==> src/rtl/uart_pkg.sv <==
// rtl/uart_pkg.sv - shared UART transmit types, timeout and message characters
package uart_pkg;

    typedef enum logic [1:0] {
        ST_IDLE    = 2'd0,
        ST_LAUNCH  = 2'd1,
        ST_WAIT_HI = 2'd2,
        ST_WAIT_LO = 2'd3
    } tx_state_e;

    // Cycles allowed in WAIT_HI before the launched byte is assumed sent.
    localparam int BUSY_TIMEOUT = 4;

    localparam logic [7:0] CH_H  = 8'h48;
    localparam logic [7:0] CH_E  = 8'h45;
    localparam logic [7:0] CH_L  = 8'h4C;
    localparam logic [7:0] CH_O  = 8'h4F;
    localparam logic [7:0] CH_LF = 8'h0A;

endpackage

==> src/rtl/fifo_mem.sv <==
// rtl/fifo_mem.sv - DEPTH x DATA_W dual-port storage, registered write, combinational read
module fifo_mem #(
    parameter int DEPTH  = 16,
    parameter int DATA_W = 8
) (
    input  logic                     clk,
    input  logic                     we,
    input  logic [$clog2(DEPTH)-1:0] waddr,
    input  logic [DATA_W-1:0]        wdata,
    input  logic [$clog2(DEPTH)-1:0] raddr,
    output logic [DATA_W-1:0]        rdata
);

    logic [DATA_W-1:0] mem [DEPTH];

    // Write port; contents are don't-care until written, so no reset.
    always_ff @(posedge clk) begin
        if (we) begin
            mem[waddr] <= wdata;
        end
    end

    assign rdata = mem[raddr];

endmodule

==> src/rtl/uart_tx_fifo.sv <==
// rtl/uart_tx_fifo.sv - byte FIFO that paces launches into a UART transmitter
module uart_tx_fifo
    import uart_pkg::*;
#(
    parameter int DEPTH  = 16,
    parameter int DATA_W = 8
) (
    input  logic                     clk,
    input  logic                     rst_n,
    input  logic [DATA_W-1:0]        in_data,
    input  logic                     in_valid,
    output logic                     in_ready,
    output logic [DATA_W-1:0]        out_data,
    output logic                     out_valid,
    input  logic                     tx_busy,
    output logic [$clog2(DEPTH):0]   count,
    output logic                     overflow,
    input  logic                     ovf_clr
);

    localparam int AW = $clog2(DEPTH);
    localparam int CW = AW + 1;
    localparam int TW = $clog2(BUSY_TIMEOUT);

    tx_state_e         state, state_nxt;
    logic [AW-1:0]     wr_ptr, rd_ptr;
    logic [TW-1:0]     wait_cnt;
    logic [DATA_W-1:0] rd_data;
    logic              push, launch;

    assign in_ready  = (count < CW'(DEPTH));
    assign push      = in_valid && in_ready;
    assign launch    = (state == ST_IDLE) && (count != '0) && !tx_busy;
    assign out_valid = (state == ST_LAUNCH);

    fifo_mem #(
        .DEPTH  (DEPTH),
        .DATA_W (DATA_W)
    ) u_mem (
        .clk   (clk),
        .we    (push),
        .waddr (wr_ptr),
        .wdata (in_data),
        .raddr (rd_ptr),
        .rdata (rd_data)
    );

    // Pointers and occupancy; pointers wrap naturally since DEPTH is a power of two.
    always_ff @(posedge clk or negedge rst_n) begin
        if (!rst_n) begin
            wr_ptr <= '0;
            rd_ptr <= '0;
            count  <= '0;
        end else begin
            if (push) begin
                wr_ptr <= wr_ptr + AW'(1);
            end
            if (launch) begin
                rd_ptr <= rd_ptr + AW'(1);
            end
            case ({push, launch})
                2'b10:   count <= count + CW'(1);
                2'b01:   count <= count - CW'(1);
                default: count <= count;
            endcase
        end
    end

    // Head byte is captured on the launch edge and held until the next launch.
    always_ff @(posedge clk or negedge rst_n) begin
        if (!rst_n) begin
            out_data <= '0;
        end else if (launch) begin
            out_data <= rd_data;
        end
    end

    // Sticky overflow; a new drop on the same edge as a clear keeps it set.
    always_ff @(posedge clk or negedge rst_n) begin
        if (!rst_n) begin
            overflow <= 1'b0;
        end else if (in_valid && !in_ready) begin
            overflow <= 1'b1;
        end else if (ovf_clr) begin
            overflow <= 1'b0;
        end
    end

    // Drain state register plus a cycle counter that only runs while in WAIT_HI.
    always_ff @(posedge clk or negedge rst_n) begin
        if (!rst_n) begin
            state    <= ST_IDLE;
            wait_cnt <= '0;
        end else begin
            state    <= state_nxt;
            wait_cnt <= (state == ST_WAIT_HI) ? wait_cnt + TW'(1) : '0;
        end
    end

    // Next-state: launch, wait for busy to rise (bounded), then wait for it to fall.
    always_comb begin
        state_nxt = state;
        case (state)
            ST_IDLE: begin
                if (launch) begin
                    state_nxt = ST_LAUNCH;
                end
            end
            ST_LAUNCH: begin
                state_nxt = ST_WAIT_HI;
            end
            ST_WAIT_HI: begin
                if (tx_busy) begin
                    state_nxt = ST_WAIT_LO;
                end else if (wait_cnt == TW'(BUSY_TIMEOUT - 1)) begin
                    state_nxt = ST_IDLE;
                end
            end
            ST_WAIT_LO: begin
                if (!tx_busy) begin
                    state_nxt = ST_IDLE;
                end
            end
            default: state_nxt = ST_IDLE;
        endcase
    end

endmodule

==> config.mk <==
export PLATFORM = sky130hd
export DESIGN_NAME = uart_tx_fifo
export DESIGN_NICKNAME = d
export VERILOG_FILES = /design/src/rtl/uart_pkg.sv /design/src/rtl/fifo_mem.sv /design/src/rtl/uart_tx_fifo.sv
export SDC_FILE = /design/constraint.sdc
export NUM_CORES = 1
export LEC_CHECK = 0
export CAP_MARGIN = 20
export CORE_ASPECT_RATIO = 0.8
export CORE_MARGIN = 3
export CORE_UTILIZATION = 56
export CTS_BUF_LIST = sky130_fd_sc_hd__clkbuf_4 sky130_fd_sc_hd__clkbuf_8
export DETAILED_ROUTE_END_ITERATION = 16
export GPL_TIMING_DRIVEN = 0
export PLACE_DENSITY_LB_ADDON = 0.15
export SYNTH_ARGS = -nofsm -noshare
export SYNTH_HDL_FRONTEND = slang
export SYNTH_HIERARCHICAL = 1
export SYNTH_SLANG_ARGS = --single-unit
==> constraint.sdc <==
create_clock -name clk -period 2.69 [get_ports clk]
set_input_delay 0.538 -clock clk [delete_from_list [all_inputs] [get_ports clk]]
set_output_delay 0.538 -clock clk [all_outputs]
set_load 0.005 [all_outputs]
After elaboration in Yosys (flattened, before gate mapping). Memories as Yosys holds them, arrays and structs flattened. A register that Yosys moved wholly into a read port is not among the register bits. Index checks and enable logic that the tools add are counted.

Output and inout port bits: 16. Memories: 1. RAM bits: 128. Register bits: 18.

Memories: u_mem.mem (words 16, width 8, rd ports 1, clocked after memory_dff 1, wr ports 1, line fifo_mem.sv:14) `logic [DATA_W-1:0] mem [DEPTH];`.

Mux-type cells: 11. $add $sub $neg: 5. Equal/unequal tests: 9. Reductions and logical operators: 12. Order comparisons: 1.

Operator list (count): $mux 2 (5); $pmux 5 s2 (1); $add 4x1->4 const B (2); $eq 2x2->1 const B (4); $pmux 2 s4 (1); $add 5x1->5 const B (1); $lt 5x5->1 const B (1); $reduce_bool 5->1 (1); $sub 5x1->5 const B (1); $eq 2x1->1 const B (2); $logic_and 1x1->1 (4); $mux 1 (4); $ne 2x2->1 const B (2); $reduce_bool 2->1 (2); $logic_not 1->1 (3); $ne 3x2->1 const B (1); $reduce_and 3->1 (1); $add 2x1->2 const B (1); $logic_not 2->1 (1).

Depth between registers and ports, before layout. Gate-level depths: netlist (run 1).

Word-level depth: 5. Depth in mapped cells: 11. Mapped depth without buffers: 10.

Modules after synthesis. The synthesis (run 1) kept the hierarchy.

Modules (own cells, without submodules): fifo_mem (cells an instance 221, instances 1, area an instance 4987.3 um^2); uart_tx_fifo (cells an instance 102, instances 1, area an instance 1247.4 um^2).

Least setup slack after synthesis (run 1). OpenSTA, ideal clock, no wires.

Kind: reg2reg. Start: reg count[0]. End: reg count[4]. Data arrival time: 2562 ps. Path buffers: 1. Path slack: -16 ps. Required time: 2545 ps. Cell stages (with the launch flop): 10. Cell sequence: dfrtp_1 -> or4_4 -> o21ai_2 -> buf_6 -> inv_1 -> ha_1 -> ha_1 -> or3_1 -> o311ai_0 -> o211ai_1.

Cells in the longest elaborated chain, start to end: 5. Elaborated cells between the ends (all ways): 11. Those cells by class: 2 x add/sub; 1 x order compare; 2 x eq/ne; 1 x mux; 5 x reduce/logical.

RTL lines: start, declared (line uart_tx_fifo.sv:16) `output logic [$clog2(DEPTH):0] count,`; start signal, assigned (line uart_tx_fifo.sv:62) `2'b10: count <= count + CW'(1);`; start signal, assigned (line uart_tx_fifo.sv:63) `2'b01: count <= count - CW'(1);`; start signal, assigned (line uart_tx_fifo.sv:64) `default: count <= count;`; $reduce_bool 5->1 (*) (line uart_tx_fifo.sv:33) `assign launch = (state == ST_IDLE) && (count != '0) && !tx_busy;`; $logic_and 1x1->1 (*) (2 in series) (line uart_tx_fifo.sv:33); via launch (line uart_tx_fifo.sv:29) `logic push, launch;`; $eq 2x1->1 or $eq 2x2->1 (tied branches) (line uart_tx_fifo.sv:61) `case ({push, launch})`; $pmux 5 s2 or $reduce_bool 2->1 (tied branches).

The timed path passes the listed nets; every way through them passes the cells marked *. A chain may end at the register's enable or synchronous reset.

Worst setup path after layout (run 1).
Start: in in_valid. End: mem u_mem.mem[0][4] (enable).

Cells in the longest elaborated chain, start to end: 3.

RTL lines: start, declared (line uart_tx_fifo.sv:11) `input logic in_valid,`; $logic_and 1x1->1 (line uart_tx_fifo.sv:32) `assign push = in_valid && in_ready;`; via push (line uart_tx_fifo.sv:29); $mux 1 (line fifo_mem.sv:18) `if (we) begin`; $mux 1 (implied by the code) (line fifo_mem.sv:19) `mem[waddr] <= wdata;`; end, declared (line fifo_mem.sv:14).

The timed path passes the listed nets, and every way through them passes these cells.

==> results_dict.tcl, run 1 <==
set metrics [dict create \
    whs_ps 405.6 \
    required_ps 2800 \
    crit_fanout 9 \
    path_buf_inv 3 \
    setup_viol 0 \
    crit_arrival_ps 2780 \
    yosysUniqueCellTypes 44 \
    cp_slowest_cell "or3b_2" \
    cap_violations 0 \
    hp-class "primary input to asynchronous set/reset pin" \
    die_w_um 124.0 \
    p_total_mw 7.520 \
    final_common_cell "edfxtp_1" \
    synth-seq-cells 154 \
    max_freq_mhz 374.5 \
    grt-ovfl-total 0 \
    grt_pass1_vias 3130 \
    outcome "finished, final reports clean" \
    fin_crit_sh_pct 99.26 \
    clk_pin_slew_worst_paths_ps 70 \
    yosys.area.top_type "edfxtp_1" \
    synthArstFlopShare_pct 16.88 \
    cts.sinks 154 \
    synth_ff_type "edfxtp_1" \
    grt_pass1_wl_mm 18.35 \
    multiInputGateArea_sq_um 1665 \
    synthesis.nets 344 \
    utilization_pct 68.78 \
    path_class "primary input to register" \
    io_pins 29 \
    ir_drop_mv 0.5209 \
    cts_tree "yes" \
    firstDrtPassIters 5 \
    cellLeakagePower_nw 2.550 \
    placed_area_sq_um 6746 \
    worst_pin_slew_ps 1031 \
    rsz0062_at_grt "true" \
    synthCells 323 \
    drive_gt1_share_pct 23.91 \
    grtUsageTotal_pct 21.00 \
    wl_per_cell_um 22.81 \
    core-area_sq_um 10530 \
    drc 0 \
    via_per_inst 6.000 \
    synth_area_leaders "edfxtp_1 62%, dfrtp_1 10%, mux4_2 6.5%" \
    maxSlewViolCount 0 \
    seq_area_frac_synth_pct 72.09 \
    routabilityCongestion 0.7817 \
    grt_start_max_net_pins 20 \
    power_density_nw_per_um2 1038 \
    antenna_found_initial 0 \
    hold_violations 0 \
    fin_area_sq_um 7242 \
    fin_skew_ps 7.462 \
    fillers 667 \
    initial_core_util_pct 59.22 \
    nets 397 \
    register_area_sq_um 4496 \
    cp-start-kind "primary input" \
    port_buffers 28 \
    num_vias 3174 \
    drtIter0Drc 334 \
    finalCriticalPeriod_ps 2670 \
    critical-path-top-delay-family "buffers and inverters" \
    cp-end-kind "register" \
    cts_root_buffer "clkbuf_8" \
    cp_slowest_stage_delay_ps 530 \
    clk_latency_ps 410 \
    dp_hpwl_mm 7.838 \
    diodes 0 \
    syn_to_final_growth_pct 16.15 \
    htree_levels 4 \
    place_ws_ps -569.9 \
    layout_common_cells "128 x edfxtp_1, 28 x clkdlybuf4s50_1, 25 x dfrtp_1" \
    yosysWarningCount 6 \
    syn_area_per_cell_sq_um 19.30 \
    std_cell_rows 33 \
    synth-edff-count 128 \
    max-slew-margin-rel_pct 30.99 \
    synth_top_area_share_pct 61.65 \
    wl_mm 12.06 \
    dieArea_sq_um 12440 \
    clk_path_buf_depth 2 \
    die_h_um 100.4 \
    finalWorstSetupSlack_ps 19.80 \
    cts_buffers 17 \
    antenna_left 0 \
    syn_area_sq_um 6235 \
    path_cells "clkdlybuf4s50_1, nor2b_1, clkbuf_1, or3b_2, nor3_1, buf_2" \
]
[layout make-up]
type | count | share of cell area [%]
clock inverters | 9 | 2.021
inverters | 9 | 0.4665
well taps | 140 | 2.419
multi-input cells | 147 | 23.00
flip-flops and latches | 154 | 62.08
clock buffers | 23 | 3.853
repair buffers | 35 | 4.768
plain buffers | 12 | 1.399
[report_power, final]
part | internal [mW] | leakage (nW) | total [mW] | switching, mW
registers | 2.95 | 1.47 | 3.21 | 0.267
logic | 1.27 | 0.862 | 2.48 | 1.21
clock network | 1.07 | 0.220 | 1.83 | 0.758
total | 5.29 | 2.55 | 7.52 | 2.23
[through the flow]
stage / cells / setup TNS [ps]
after floorplan: 323 / 0
after global placement: 491 / -43500
after detailed placement: 495 / -30490
after CTS: 528 / 0
after global routing: 529 / -2174
final: 529 / 0
[kinds of logic (layout without fill, tap and decap cells)]
family	count (synthesis)	in the layout	synth area share, %
compound gates	28	28	3.231
xor+xnor	9	9	1.264
fa+ha+maj	8	8	1.726
buf+inv	22	88	2.228
flops	154	154	72.09
mux	43	43	14.67
simple gates	59	59	4.796
[path summary, 6_finish.rpt]
path                             start         endpoint  slack (ps)  cells past startpoint
max                           in_valid  u_mem/mem[0][4]          20                      6
min                              rst_n         state[1]         410                      1
max reg2reg                   count[1]         count[4]          20                     10
min reg2reg                wait_cnt[0]      wait_cnt[0]         440                      1
max in group asynchronous        rst_n         count[0]        1810                      2
min in group clk           wait_cnt[0]      wait_cnt[0]         440                      1
[metal layers]
metal  share of wire, %  up-vias  global-route usage [%]
met5                  0        -                       0
met4                1.6        0                   5.892
met3                8.3       12                   5.465
met2                 46      135                   29.83
met1                 44     1625                   32.75
li1                   -     1402                       -
[timing repair]
item / in CTS / in global routing
setup buffers: 2 / 0
setup endpoints to repair: 2 / 48
hold endpoints to repair: 0 / 0
hold buffers: 0 / 0
resized for setup: 5 / 7
pin swaps: 1 / 0
[flip-flops by register name, indices dropped and copies added, names as in the netlist]
signal / flops
overflow: 1
count: 5
u_mem/mem: 128
wr_ptr: 4
out_data: 8
state: 2
wait_cnt: 2
rd_ptr: 4
[Yosys cell counts (5+ instances only)]
library cell  instances
xor2_1                5
a22oi_1              16
nand2_1              15
edfxtp_1            128
nor2_1               16
nor3_1                5
mux2_4                5
mux4_2               18
inv_1                 9
mux4_1               14
dfrtp_1              26
ha_1                  7
mux2_2                5
Power figures use the tool's default switching activity.
==> run 2, diff against run 1 <==
CORE_UTILIZATION = 65   (was 56)
SKIP_CTS_REPAIR_TIMING = 1   (was default)
clock period = 3.3 ns   (was 2.69 ns; I/O delays follow)
==> results_dict.tcl, run 2 (synthesized netlist as in run 1, its figures left out) <==
set metrics [dict create \
    htree_levels 4 \
    critical-path-top-delay-family "simple AND/OR/NAND/NOR gates" \
    worstSetupStartpoint "count[1]" \
    die_w_um 115.5 \
    maxSlewViolCount 0 \
    top_regs "u_mem/mem x128, out_data x8, count x5" \
    whs_path_depth 1 \
    fin_skew_ps 9.908 \
    rsz0062_at_grt "false" \
    hp-class "register to register" \
    outcome "finished, final reports clean" \
    cp_slowest_stage_delay_ps 570 \
    io_pins 29 \
    path_class "register to register" \
    power_density_nw_per_um2 864.2 \
    core-area_sq_um 9193 \
    worst_pin_slew_ps 856.3 \
    cp-end-kind "register" \
    num_vias 3174 \
    tns_ps 0 \
    syn_to_final_growth_pct 15.45 \
    cap_violations 0 \
    cts.sinks 154 \
    grt-ovfl-total 0 \
    largest_register_ffs 128 \
    drtIter0Drc 293 \
    clk_latency_ps 430 \
    reg2regPathDepth 10 \
    wl_mm 11.64 \
    grt_start_max_net_pins 19 \
    port_buffers 28 \
    crit_end "count[4]" \
    drive_gt1_share_pct 20.10 \
    fin_crit_sh_pct 91.98 \
    rrSetupSlack_ps 260 \
    setup_viol 0 \
    std_cell_rows 31 \
    crit_fanout 10 \
    antenna_found_initial 0 \
    clk_path_buf_depth 2 \
    grt_pass1_vias 3209 \
    dp_hpwl_mm 7.525 \
    die_h_um 93.60 \
    path_cells "or4_4, o21ai_2, buf_6, inv_1, ha_1, ha_1, nor4b_1, a311oi_1, o311ai_0, o211ai_1" \
    layout_common_cells "128 x edfxtp_1, 28 x clkdlybuf4s50_1, 26 x dfrtp_1" \
    hold_violations 0 \
    cts_root_buffer "clkbuf_8" \
    placed_area_sq_um 6716 \
    cp_common_cell "ha_1" \
    crit_arrival_ps 3330 \
    routabilityCongestion 0.7611 \
    diodes 0 \
    max_freq_mhz 329.5 \
    ir_drop_mv 0.6143 \
    r2r-end "count[4]" \
    cellLeakagePower_nw 2.556 \
    initial_core_util_pct 67.82 \
    cp_slowest_cell "or4_4" \
    grt_pass1_wl_mm 18.27 \
    wl_per_cell_um 23.14 \
    path_buf_inv 2 \
    cp-start-kind "register" \
    place_ws_ps 2.410 \
    cts_buffers 17 \
    reg2reg_from "count[1]" \
    final_common_cell "edfxtp_1" \
    grtUsageTotal_pct 24.13 \
    drc 0 \
    fin_area_sq_um 7198 \
    max-slew-margin-rel_pct 42.71 \
    nets 396 \
    finalWorstSetupSlack_ps 264.7 \
    top_register "u_mem/mem" \
    firstDrtPassIters 4 \
    dieArea_sq_um 10810 \
    clk_pin_slew_worst_paths_ps 80 \
    finalCriticalPeriod_ps 3035 \
    cp_num_cells 10 \
    via_per_inst 6.310 \
    antenna_left 0 \
    cts_tree "yes" \
    required_ps 3600 \
]
## run 2: layer usage
metal	share of wire [%]	routed length, um	vias up	GRT usage (%)
li1	-	-	1407	-
met3	7.4	863	19	6.598
met2	49	5668	124	36.22
met5	0	0	-	0
met1	42	4879	1624	34.40
met4	2.0	229	0	9.384
## run 2: stage by stage
step | cells | util (%) | total power [mW] | hold slack, ps
finish | 503 | 78.30 | 6.220 | 445.7
detailed placement | 471 | 73.06 | 4.587 | 436.3
CTS | 503 | 78.30 | 6.256 | 446.8
global placement | 466 | 72.44 | 4.516 | 425.9
floorplan | 323 | - | 3.904 | 364.4
global route | 503 | 78.30 | 6.535 | 469.7
## run 2: cell type report
class / instances / area, sq um
Timing Repair Buffer: 33 / 337.8
Fill cell: 515 / 1994
Clock buffer: 17 / 234.0
Sequential cell: 154 / 4494
Tap cell: 115 / 143.9
Inverter: 9 / 33.78
Clock inverter: 15 / 247.7
Buffer: 13 / 105.1
Multi-Input combinational cell: 147 / 1602
## run 2: power by group
| part | internal (mW) | switching (mW) | total [mW] |
|---|---|---|---|
| registers | 2.40 | 0.217 | 2.62 |
| clock network | 0.979 | 0.676 | 1.66 |
| logic | 0.996 | 0.952 | 1.95 |
## run 2: worst register-to-register path, stage by stage (launching register included)
cell      delay (ps)
dfrtp_1          430
or4_4            570
o21ai_2          300
buf_6            220
inv_1             60
ha_1             250
ha_1             370
nor4b_1          370
a311oi_1          80
o311ai_0         120
o211ai_1         130
## run 2: worst min-delay path by stage
stage / slack [ps] / endpoint / from
floorplan: 360 / count[0] / rst_n
detailed placement: 440 / wait_cnt[0] / wait_cnt[0]
global placement: 430 / wait_cnt[0] / wait_cnt[0]
global route: 470 / wait_cnt[0] / wait_cnt[0]
CTS: 450 / wait_cnt[0] / wait_cnt[0]
finish: 450 / wait_cnt[0] / wait_cnt[0]
